## config.mk

```make
export PLATFORM = sky130hd
export DESIGN_NAME = hella_cache_req_engine_flat
export DESIGN_NICKNAME = d
export VERILOG_FILES = /design/src/rtl/hella_cache_req_engine_if.sv /design/src/rtl/hella_cache_req_engine.sv /design/src/flat_wrapper.sv
export SDC_FILE = /design/constraint.sdc
export NUM_CORES = 1
export LEC_CHECK = 0
export ABC_CLOCK_PERIOD_IN_PS = 1600
export CORE_AREA = 2 2 132 134
export CTS_CLUSTER_DIAMETER = 50
export CTS_CLUSTER_SIZE = 28
export DETAILED_ROUTE_END_ITERATION = 7
export DIE_AREA = 0 0 134 136
export GPL_TIMING_DRIVEN = 0
export PLACE_DENSITY = 0.74
export REMOVE_ABC_BUFFERS = 1
export SYNTH_ARGS = -nofsm -noshare
export SYNTH_HDL_FRONTEND = slang
export SYNTH_SLANG_ARGS = --single-unit
```

## constraint.sdc

```tcl
create_clock -name clock -period 1.6 [get_ports clock]
set_input_delay 0.32 -clock clock [delete_from_list [all_inputs] [get_ports clock]]
set_output_delay 0.32 -clock clock [all_outputs]
set_load 0.02 [all_outputs]
```

## src/rtl/hella_cache_req_engine_if.sv

```systemverilog
// Bundle of command, cache request/response and captured-response signals
// shared between the request engine (master) and its environment (slave).
interface hella_cache_req_engine_if #(
  parameter int NUM_ADDR_BITS = 32,
  parameter int NUM_DATA_BITS = 32,
  parameter int NUM_TAG_BITS  = 7
);
  logic                       cmd_valid;
  logic                       cmd_ready;
  logic [NUM_ADDR_BITS-1:0]   cmd_addr;
  logic [NUM_TAG_BITS-1:0]    cmd_tag;
  logic [4:0]                 cmd_cmd;
  logic [2:0]                 cmd_typ;
  logic [NUM_DATA_BITS-1:0]   cmd_data;
  logic [NUM_DATA_BITS/8-1:0] cmd_mask;
  logic                       clear_kill;

  logic [NUM_ADDR_BITS-1:0]   req_addr;
  logic                       req_ready;
  logic                       req_valid;
  logic [NUM_TAG_BITS-1:0]    req_tag;
  logic [4:0]                 req_cmd;
  logic [2:0]                 req_typ;
  logic [NUM_DATA_BITS-1:0]   req_data;
  logic [NUM_DATA_BITS/8-1:0] req_data_mask;
  logic                       req_kill;

  logic                       rsp_valid;
  logic                       rsp_nack;
  logic [NUM_TAG_BITS-1:0]    rsp_tag;
  logic [2:0]                 rsp_typ;
  logic [NUM_DATA_BITS-1:0]   rsp_data;

  logic                       out_valid;
  logic                       out_nack;
  logic [NUM_TAG_BITS-1:0]    out_tag;
  logic [2:0]                 out_typ;
  logic [NUM_DATA_BITS-1:0]   out_data;

  modport master (
    input  cmd_valid, cmd_addr, cmd_tag, cmd_cmd, cmd_typ, cmd_data, cmd_mask,
           clear_kill, req_ready, rsp_valid, rsp_nack, rsp_tag, rsp_typ, rsp_data,
    output cmd_ready, req_addr, req_valid, req_tag, req_cmd, req_typ, req_data,
           req_data_mask, req_kill, out_valid, out_nack, out_tag, out_typ, out_data
  );

  modport slave (
    output cmd_valid, cmd_addr, cmd_tag, cmd_cmd, cmd_typ, cmd_data, cmd_mask,
           clear_kill, req_ready, rsp_valid, rsp_nack, rsp_tag, rsp_typ, rsp_data,
    input  cmd_ready, req_addr, req_valid, req_tag, req_cmd, req_typ, req_data,
           req_data_mask, req_kill, out_valid, out_nack, out_tag, out_typ, out_data
  );
endinterface

```

## src/rtl/hella_cache_req_engine.sv

```systemverilog
// HellaCache request master: one command in flight, store data driven one
// cycle after acceptance, responses/NACKs forwarded upstream with sticky kill.
module hella_cache_req_engine #(
  parameter int NUM_ADDR_BITS = 32,
  parameter int NUM_DATA_BITS = 32,
  parameter int NUM_TAG_BITS  = 7
) (
  input  logic                     clock,
  input  logic                     reset,
  hella_cache_req_engine_if.master io
);
  localparam int NUM_MASK_BITS = NUM_DATA_BITS / 8;

  typedef enum logic {IDLE, REQ} state_t;

  state_t                   state, state_next;
  logic                     accept, handshake;
  logic                     req_valid_q, kill_q;
  logic [NUM_ADDR_BITS-1:0] req_addr_q;
  logic [NUM_TAG_BITS-1:0]  req_tag_q;
  logic [4:0]               req_cmd_q;
  logic [2:0]               req_typ_q;
  logic [NUM_MASK_BITS-1:0] req_mask_q;
  logic [NUM_DATA_BITS-1:0] req_data_q, data_hold_q;
  logic                     out_valid_q, out_nack_q;
  logic [NUM_TAG_BITS-1:0]  out_tag_q;
  logic [2:0]               out_typ_q;
  logic [NUM_DATA_BITS-1:0] out_data_q;

  assign accept    = (state == IDLE) && io.cmd_valid;
  assign handshake = (state == REQ) && io.req_ready;

  always_ff @(posedge clock or negedge reset) begin
    if (!reset) state <= IDLE;
    else        state <= state_next;
  end

  always_comb begin
    state_next = state;
    case (state)
      IDLE: if (io.cmd_valid) state_next = REQ;
      REQ:  if (io.req_ready) state_next = IDLE;
    endcase
  end

  // Request fields read as zero whenever no request is outstanding.
  always_ff @(posedge clock or negedge reset) begin
    if (!reset) begin
      req_valid_q <= 1'b0;
      req_addr_q  <= '0;
      req_tag_q   <= '0;
      req_cmd_q   <= '0;
      req_typ_q   <= '0;
      req_mask_q  <= '0;
      req_data_q  <= '0;
      data_hold_q <= '0;
    end else if (accept) begin
      req_valid_q <= 1'b1;
      req_addr_q  <= io.cmd_addr;
      req_tag_q   <= io.cmd_tag;
      req_cmd_q   <= io.cmd_cmd;
      req_typ_q   <= io.cmd_typ;
      req_mask_q  <= io.cmd_mask;
      data_hold_q <= io.cmd_data;
    end else if (handshake) begin
      req_valid_q <= 1'b0;
      req_addr_q  <= '0;
      req_tag_q   <= '0;
      req_cmd_q   <= '0;
      req_typ_q   <= '0;
      req_mask_q  <= '0;
      req_data_q  <= data_hold_q;
    end
  end

  always_ff @(posedge clock or negedge reset) begin
    if (!reset) begin
      out_valid_q <= 1'b0;
      out_nack_q  <= 1'b0;
      out_tag_q   <= '0;
      out_typ_q   <= '0;
      out_data_q  <= '0;
    end else if (io.rsp_valid || io.rsp_nack) begin
      out_valid_q <= 1'b1;
      out_nack_q  <= io.rsp_nack;
      out_tag_q   <= io.rsp_tag;
      out_typ_q   <= io.rsp_typ;
      out_data_q  <= io.rsp_data;
    end else begin
      out_valid_q <= 1'b0;
    end
  end

  // A new NACK takes priority over any clear in the same cycle.
  always_ff @(posedge clock or negedge reset) begin
    if (!reset)                           kill_q <= 1'b0;
    else if (io.rsp_nack)                 kill_q <= 1'b1;
    else if (io.clear_kill || handshake)  kill_q <= 1'b0;
  end

  assign io.cmd_ready     = (state == IDLE);
  assign io.req_valid     = req_valid_q;
  assign io.req_addr      = req_addr_q;
  assign io.req_tag       = req_tag_q;
  assign io.req_cmd       = req_cmd_q;
  assign io.req_typ       = req_typ_q;
  assign io.req_data      = req_data_q;
  assign io.req_data_mask = req_mask_q;
  assign io.req_kill      = io.rsp_nack | kill_q;
  assign io.out_valid     = out_valid_q;
  assign io.out_nack      = out_nack_q;
  assign io.out_tag       = out_tag_q;
  assign io.out_typ       = out_typ_q;
  assign io.out_data      = out_data_q;
endmodule

```

## src/flat_wrapper.sv

```systemverilog
// flat-port wrapper written by rule: the top's interface ports become plain ports
module hella_cache_req_engine_flat 
#(
  parameter int NUM_ADDR_BITS = 32,
  parameter int NUM_DATA_BITS = 32,
  parameter int NUM_TAG_BITS  = 7
)
  (clock, reset, io_cmd_valid, io_cmd_addr, io_cmd_tag, io_cmd_cmd, io_cmd_typ, io_cmd_data, io_cmd_mask, io_clear_kill, io_req_ready, io_rsp_valid, io_rsp_nack, io_rsp_tag, io_rsp_typ, io_rsp_data, io_cmd_ready, io_req_addr, io_req_valid, io_req_tag, io_req_cmd, io_req_typ, io_req_data, io_req_data_mask, io_req_kill, io_out_valid, io_out_nack, io_out_tag, io_out_typ, io_out_data);
  hella_cache_req_engine_if #(.NUM_ADDR_BITS(NUM_ADDR_BITS), .NUM_DATA_BITS(NUM_DATA_BITS), .NUM_TAG_BITS(NUM_TAG_BITS)) io_i ();
  input  logic clock;
  input  logic reset;
  input wire logic [$bits(io_i.cmd_valid)-1:0] io_cmd_valid;
  input wire logic [$bits(io_i.cmd_addr)-1:0] io_cmd_addr;
  input wire logic [$bits(io_i.cmd_tag)-1:0] io_cmd_tag;
  input wire logic [$bits(io_i.cmd_cmd)-1:0] io_cmd_cmd;
  input wire logic [$bits(io_i.cmd_typ)-1:0] io_cmd_typ;
  input wire logic [$bits(io_i.cmd_data)-1:0] io_cmd_data;
  input wire logic [$bits(io_i.cmd_mask)-1:0] io_cmd_mask;
  input wire logic [$bits(io_i.clear_kill)-1:0] io_clear_kill;
  input wire logic [$bits(io_i.req_ready)-1:0] io_req_ready;
  input wire logic [$bits(io_i.rsp_valid)-1:0] io_rsp_valid;
  input wire logic [$bits(io_i.rsp_nack)-1:0] io_rsp_nack;
  input wire logic [$bits(io_i.rsp_tag)-1:0] io_rsp_tag;
  input wire logic [$bits(io_i.rsp_typ)-1:0] io_rsp_typ;
  input wire logic [$bits(io_i.rsp_data)-1:0] io_rsp_data;
  output wire logic [$bits(io_i.cmd_ready)-1:0] io_cmd_ready;
  output wire logic [$bits(io_i.req_addr)-1:0] io_req_addr;
  output wire logic [$bits(io_i.req_valid)-1:0] io_req_valid;
  output wire logic [$bits(io_i.req_tag)-1:0] io_req_tag;
  output wire logic [$bits(io_i.req_cmd)-1:0] io_req_cmd;
  output wire logic [$bits(io_i.req_typ)-1:0] io_req_typ;
  output wire logic [$bits(io_i.req_data)-1:0] io_req_data;
  output wire logic [$bits(io_i.req_data_mask)-1:0] io_req_data_mask;
  output wire logic [$bits(io_i.req_kill)-1:0] io_req_kill;
  output wire logic [$bits(io_i.out_valid)-1:0] io_out_valid;
  output wire logic [$bits(io_i.out_nack)-1:0] io_out_nack;
  output wire logic [$bits(io_i.out_tag)-1:0] io_out_tag;
  output wire logic [$bits(io_i.out_typ)-1:0] io_out_typ;
  output wire logic [$bits(io_i.out_data)-1:0] io_out_data;
  assign io_i.cmd_valid = io_cmd_valid;
  assign io_i.cmd_addr = io_cmd_addr;
  assign io_i.cmd_tag = io_cmd_tag;
  assign io_i.cmd_cmd = io_cmd_cmd;
  assign io_i.cmd_typ = io_cmd_typ;
  assign io_i.cmd_data = io_cmd_data;
  assign io_i.cmd_mask = io_cmd_mask;
  assign io_i.clear_kill = io_clear_kill;
  assign io_i.req_ready = io_req_ready;
  assign io_i.rsp_valid = io_rsp_valid;
  assign io_i.rsp_nack = io_rsp_nack;
  assign io_i.rsp_tag = io_rsp_tag;
  assign io_i.rsp_typ = io_rsp_typ;
  assign io_i.rsp_data = io_rsp_data;
  assign io_cmd_ready = io_i.cmd_ready;
  assign io_req_addr = io_i.req_addr;
  assign io_req_valid = io_i.req_valid;
  assign io_req_tag = io_i.req_tag;
  assign io_req_cmd = io_i.req_cmd;
  assign io_req_typ = io_i.req_typ;
  assign io_req_data = io_i.req_data;
  assign io_req_data_mask = io_i.req_data_mask;
  assign io_req_kill = io_i.req_kill;
  assign io_out_valid = io_i.out_valid;
  assign io_out_nack = io_i.out_nack;
  assign io_out_tag = io_i.out_tag;
  assign io_out_typ = io_i.out_typ;
  assign io_out_data = io_i.out_data;
  hella_cache_req_engine #(.NUM_ADDR_BITS(NUM_ADDR_BITS), .NUM_DATA_BITS(NUM_DATA_BITS), .NUM_TAG_BITS(NUM_TAG_BITS)) u_core (.clock(clock), .reset(reset), .io(io_i));
endmodule
```

==> flow_summary.ini, run 1 <==
[status]
outcome = complete, no violations

[cells_and_area]
fin_cells = 911
post-route-util = 0.587
drive_above_1_share = 0.219
multi_input_area_um2 = 2360
fin_nets = 806
antenna_cells = 0
seq_area_um2 = 4060
n_fill_cell = 1382
postLayoutCellArea_um2 = 9910
area_growth_pct = 50.0

[sta]
slew_headroom = 0.533
finalCritPeriodShare = 0.979
post-route-min-period_ns = 1.57
setup_viol = 0
skew_ns = 0.00633
rsz0062_at_grt = yes
report.final.slew_viol_count = 0
setup_ws_ns = 0.0338
setup-tns-final_ns = 0
tightest_slew_ns = 0.700
timing.final.hold_violations = 0
fin_hold_ws_ns = 0.396
max_freq_mhz = 639

[synthesis]
yosysTopAreaCell = dfrtp_1
yosysUniqueCellTypes = 21
syn_avg_cell_area_um2 = 16.0
synth_area_leaders = dfrtp_1 61%, mux2_2 12%, mux2i_1 7.7%, mux2_4 6.8%, o2bb2ai_1 6.8%
ys_async_sr_fraction = 1.00
synth_common_cells = 162 x dfrtp_1, 70 x mux2_2, 51 x mux2i_1, 51 x o2bb2ai_1, 30 x mux2_4
synthMostInstantiatedCell = dfrtp_1
synth_flop_cell = dfrtp_1
synth_top_area_frac = 0.614
yosysWarnings = 0
synth_edf_count = 0
syn_inst = 414
seq_area_frac_synth = 0.614
synth_seq_cells = 162
synth_area_um2 = 6610

[clock_network]
numCtsBuffers = 17
cts_buffer_depth = 2
htreeDepth = 4
clk_pin_slew_worst_paths_ns = 0.06
cts_root_buf = clkbuf_16
cts_tree = built
clock_latency_ns = 0.41
clock-sinks = 162

[power_and_ir_drop]
power_switching_mw = 3.92
switching_share = 0.298
vdd_ir_drop_max_mv = 0.932
seqPwrFrac = 0.413
p_leak_nw = 4.62
p_int_mw = 9.26
power.total_mw = 13.2
p_per_area_nw_per_um2 = 1330
clkPwrFrac = 0.316
combPwrFrac = 0.271

[drt]
wl_mm = 16.1
firstDrtPassIters = 4
postRouteAntennaNets = 0
viasPerCell = 4.83
first_iter_violations = 144
wl_per_cell_um = 17.6
drc_errors = 0
vias = 4399

[setup_path]
crit_path_top_delay_cell = dfrtp_2
slowest_delay_ns = 0.38
crit_family = buffers and inverters
arrival_ns = 1.25
required_ns = 1.28
path_cells = buf_12 > inv_1 > buf_2
cp-start-kind = flip-flop
path_class = flip-flop to output port
path_max_fanout = 47
path_buf_inv = 3
endpoint_kind = output port

[placed_design]
dpl-instance-area_um2 = 9430
dp_slack_ns = -0.647
hpwl_mm = 11.3
portBuffers = 261
dp.cells = 876
routabilityCongestion = 0.753

[run]
cap_violations = 0

[floorplanning]
std_cell_rows = 48
die-width_um = 134
die_area_um2 = 18200
io_pins = 262
die_h_um = 136
start_util = 0.392
core_um2 = 16900

[global_route]
grt_overflow = 0
grt_antenna_before_repair = 0
grt_use_total = 0.178
grt_pass1_vias = 4612
grt_max_degree = 87
grt_first_pass_wirelength_mm = 25.3

[worst_hold_path]
hold_class = input pin to flip-flop
[area by class of cell]
cell class | instances | share of cell area
Multi-Input combinational cell | 219 | 0.238
Clock buffer | 19 | 0.0457
Clock inverter | 12 | 0.0158
Timing Repair Buffer | 269 | 0.261
Inverter | 5 | 0.00189
Tap cell | 225 | 0.0284
Sequential cell | 162 | 0.409
[power by group through the flow]
stage / clock network [mW] / registers (mW) / logic (mW)
after global placement: 0 / 5.55 / 3.91
after detailed placement: 0 / 5.55 / 4.05
final: 4.17 / 5.44 / 3.57
after floorplan: 0 / 6.30 / 1.11
after global routing: 4.43 / 5.56 / 3.81
after CTS: 4.27 / 5.45 / 3.62
[what timing repair did]
item | 4_1_cts | 5_1_grt
hold endpoints to repair | 23 | 0
cloned | 1 | 0
resized for setup | 139 | 1
hold buffers | 1 | 0
setup buffers | 2 | 0
endpoints found under the setup margin | 184 | 6
pin swaps | 1 | 0
[worst reg2reg max path, cell delays in order, from the launching register on]
cell and delay [ns]:
dfrtp_2 0.42, buf_4 0.19, nand2_4 0.38, mux2_2 0.42
[logic make-up (layout without fill, tap and decap cells)]
| group | Yosys count | count (layout) | synth area share |
|---|---|---|---|
| AO/OA/AOI/OAI | 55 | 55 | 0.0721 |
| buffers and inverters | 34 | 305 | 0.0333 |
| flip-flops | 162 | 162 | 0.614 |
| multiplexers | 157 | 157 | 0.275 |
| AND/OR/NAND/NOR | 6 | 7 | 0.00606 |
[placed cells by master (no fill, tap or decap), types with 2 or more instances in the layout]
cell / synthesis / final
buf_12: 0 / 3
buf_16: 0 / 2
buf_2: 8 / 2
buf_4: 8 / 2
bufinv_16: 0 / 3
clkbuf_16: 0 / 17
clkbuf_8: 0 / 3
clkdlybuf4s50_1: 0 / 128
clkinv_2: 0 / 3
clkinv_4: 0 / 4
dfrtp_1: 162 / 161
dlygate4sd2_1: 0 / 129
inv_1: 5 / 5
mux2_1: 6 / 6
mux2_2: 70 / 70
mux2_4: 30 / 30
mux2i_1: 51 / 51
o2bb2ai_1: 51 / 51
[routing by layer]
layer	vias to the layer above	track usage	share of wire
li1	2043	-	-
met1	2170	0.213	0.41
met2	159	0.298	0.50
met3	27	0.0559	0.070
met4	0	0.0762	0.027
met5	-	0	0
[final timing paths]
check | cells after the start | start | to | slack [ns]
max | 3 | u_core.state$_DFF_PN0_ | io_cmd_ready | 0.03
max reg2reg | 3 | u_core.state$_DFF_PN0_ | u_core.io.req_data[26]$_DFFE_PN0P_ | 0.08
min in group asynchronous | 2 | reset | u_core.io.out_data[19]$_DFFE_PN0P_ | 0.52
max in group asynchronous | 3 | reset | u_core.io.req_addr[4]$_DFFE_PN0P_ | 0.23
min | 2 | io_rsp_nack | u_core.io.out_nack$_DFFE_PN0P_ | 0.40
min reg2reg | 1 | u_core.io.out_nack$_DFFE_PN0P_ | u_core.io.out_nack$_DFFE_PN0P_ | 0.49
[registers in the layout, indices dropped and copies added, names as in the netlist, 3 cells and up]
signal                   count
u_core.io.out_tag            7
u_core.io.out_data          32
u_core.io.req_addr          32
u_core.io.req_tag            7
u_core.io.req_data          32
u_core.io.req_cmd            5
u_core.data_hold_q          32
u_core.io.req_typ            3
u_core.io.out_typ            3
u_core.io.req_data_mask      4
Note: power is estimated with default switching activity, not from simulation.
==> run 2: changes to the inputs <==
- ABC_CLOCK_PERIOD_IN_PS: 1600 -> unset
- CTS_CLUSTER_DIAMETER: 50 -> unset
==> results of run 2 <==
The final DEF is identical to that of run 1; final timing and power are the same.
==> run 3: changes to the inputs <==
- CORE_AREA: 2 2 132 134 -> 2 2 141 143
- DIE_AREA: 0 0 134 136 -> 0 0 143 145
- PLACE_DENSITY: 0.74 -> 0.66
- RECOVER_POWER: unset -> 50
==> run 3 against run 2 <==
Compared with the run above:
- critical path depth unchanged
- power is 0.67% lower
- die area up 14%
- register-to-register slack better by 0.03 ns
- maximum frequency grew 1.8%
- non-clock buffer count rose by 3
- first-iteration DRC count rose by 2.1%
- largest cell class unchanged
- cell count is 4.7% higher
- count of clock-buffer cells in the layout rose by 2
- via count up 1.7%
==> flow_summary.ini, run 3 (synthesis gave the netlist of run 1 again) <==
[drt]
drc_errors = 0
vias = 4472
postRouteAntennaNets = 0
firstDrtPassIters = 4
first_iter_violations = 147
viasPerCell = 4.69
wl_per_cell_um = 17.3
wl_mm = 16.5

[global_route]
grt_overflow = 0
grt_first_pass_wirelength_mm = 26.2
grt_antenna_before_repair = 0
grt_use_total = 0.161
grt_max_degree = 97
grt_pass1_vias = 4856

[cells_and_area]
antenna_cells = 0
final_common_cell = dfrtp_1
n_fill_cell = 1665
fin_nets = 808
area_growth_pct = 50.5
most-common-layout-cells = 161 x dfrtp_1, 129 x dlygate4sd2_1, 127 x clkdlybuf4s50_1, 70 x mux2_2
post-route-util = 0.518
drive_above_1_share = 0.208

[worst_hold_path]
hold_class = input pin to asynchronous set/reset pin

[power_and_ir_drop]
p_per_area_nw_per_um2 = 1320
clkPwrFrac = 0.311
vdd_ir_drop_max_mv = 0.841
seqPwrFrac = 0.416
p_int_mw = 9.11
combPwrFrac = 0.273
p_leak_nw = 4.59
power_switching_mw = 3.98
switching_share = 0.304

[sta]
tightest_slew_ns = 1.33
max_freq_mhz = 650
fin_hold_ws_ns = 0.185
finalCritPeriodShare = 0.961
setup_viol = 0
setup_ws_ns = 0.0620
skew_ns = 0.00885
post-route-min-period_ns = 1.54
report.final.slew_viol_count = 0
timing.final.hold_violations = 0
rsz0062_at_grt = no
slew_headroom = 0.110

[placed_design]
dp_slack_ns = -0.795
portBuffers = 261
hpwl_mm = 11.4
routabilityCongestion = 0.748

[run]
cap_violations = 0

[clock_network]
cts_root_buf = clkbuf_16
clock-sinks = 162
cts_hold_buf = 0
cts_buffer_depth = 2
numCtsBuffers = 17
clk_pin_slew_worst_paths_ns = 0.06
htreeDepth = 4
cts_tree = built
clock_latency_ns = 0.42

[setup_path]
path_class = flip-flop to output port
arrival_ns = 1.22
cp-start-kind = flip-flop
reg2reg_depth = 4
path_max_fanout = 13
required_ns = 1.28
endpoint_kind = output port

[floorplanning]
die-width_um = 143
io_pins = 262
core_um2 = 19200
die_area_um2 = 20700
std_cell_rows = 51
die_h_um = 145
start_util = 0.344

[status]
outcome = complete, no violations
-- run 3: changes by cell type in the layout (fill, tap and decap cells not counted), moves of 2 or more --
cell      change
buf_4         +2
clkbuf_4      +2
mux2_1        +9
clkinv_4      -2
mux2_4        -9
inv_6         +2
clkbuf_1      +2
-- run 3: power groups by stage --
stage                     logic (mW)  registers (mW)  clock network (mW)
after floorplan                 1.11            6.30                   0
after global placement          3.94            5.55                   0
after detailed placement        4.07            5.54                   0
after CTS                       3.67            5.46                4.18
after global routing            3.83            5.57                4.36
final                           3.58            5.45                4.07
-- run 3: metal layers --
metal / global-route usage / up-vias / wire (um)
met1: 0.190 / 2218 / 6810
met5: 0 / - / 0
met4: 0.0748 / 0 / 497
met3: 0.0528 / 36 / 1250
li1: - / 2043 / -
met2: 0.263 / 175 / 7980
-- run 3: path summary, 6_finish.rpt --
path	slack [ns]	end	start
max in group asynchronous	0.45	u_core.state$_DFF_PN0_	reset
min in group clock	0.35	u_core.io.out_nack$_DFFE_PN0P_	io_rsp_nack
worst max register to register	0.11	u_core.io.req_addr[5]$_DFFE_PN0P_	u_core.state$_DFF_PN0_
worst max-delay path	0.06	io_cmd_ready	u_core.state$_DFF_PN0_
worst min-delay path	0.19	u_core.io.req_addr[30]$_DFFE_PN0P_	reset
worst min register to register	0.48	u_core.io.out_nack$_DFFE_PN0P_	u_core.io.out_nack$_DFFE_PN0P_
-- run 3: worst max-delay path: stages (launching register included) --
cell and delay [ns]:
dfrtp_2 0.45, buf_12 0.17, inv_1 0.05, buf_4 0.13
-- run 3: cell type report --
class	instances	area (um2)	area share
Clock inverter	11	126	0.0127
Inverter	5	18.8	0.00189
Sequential cell	162	4060	0.408
Tap cell	265	332	0.0333
Clock buffer	21	460	0.0463
Multi-Input combinational cell	218	2330	0.234
Timing Repair Buffer	272	2630	0.264
-- run 3: what timing repair did --
item | in CTS | in global routing
cloned | 1 | 1
gates resized for setup | 140 | 2
endpoints found under the setup margin | 260 | 30
pin swaps | 1 | 0
setup buffers | 3 | 1
-- run 3: through the flow --
| step | total power [mW] | cells | TNS [ns] | instance area, um2 |
|---|---|---|---|---|
| after floorplan | 7.41 | 385 | -166.67 | 6410 |
| after global placement | 9.49 | 911 | -1417.28 | 9350 |
| after detailed placement | 9.61 | 916 | -54.29 | 9480 |
| after CTS | 13.3 | 952 | 0 | 9960 |
| after global routing | 13.8 | 954 | 0 | 9950 |
| final | 13.1 | 954 | 0 | 9950 |
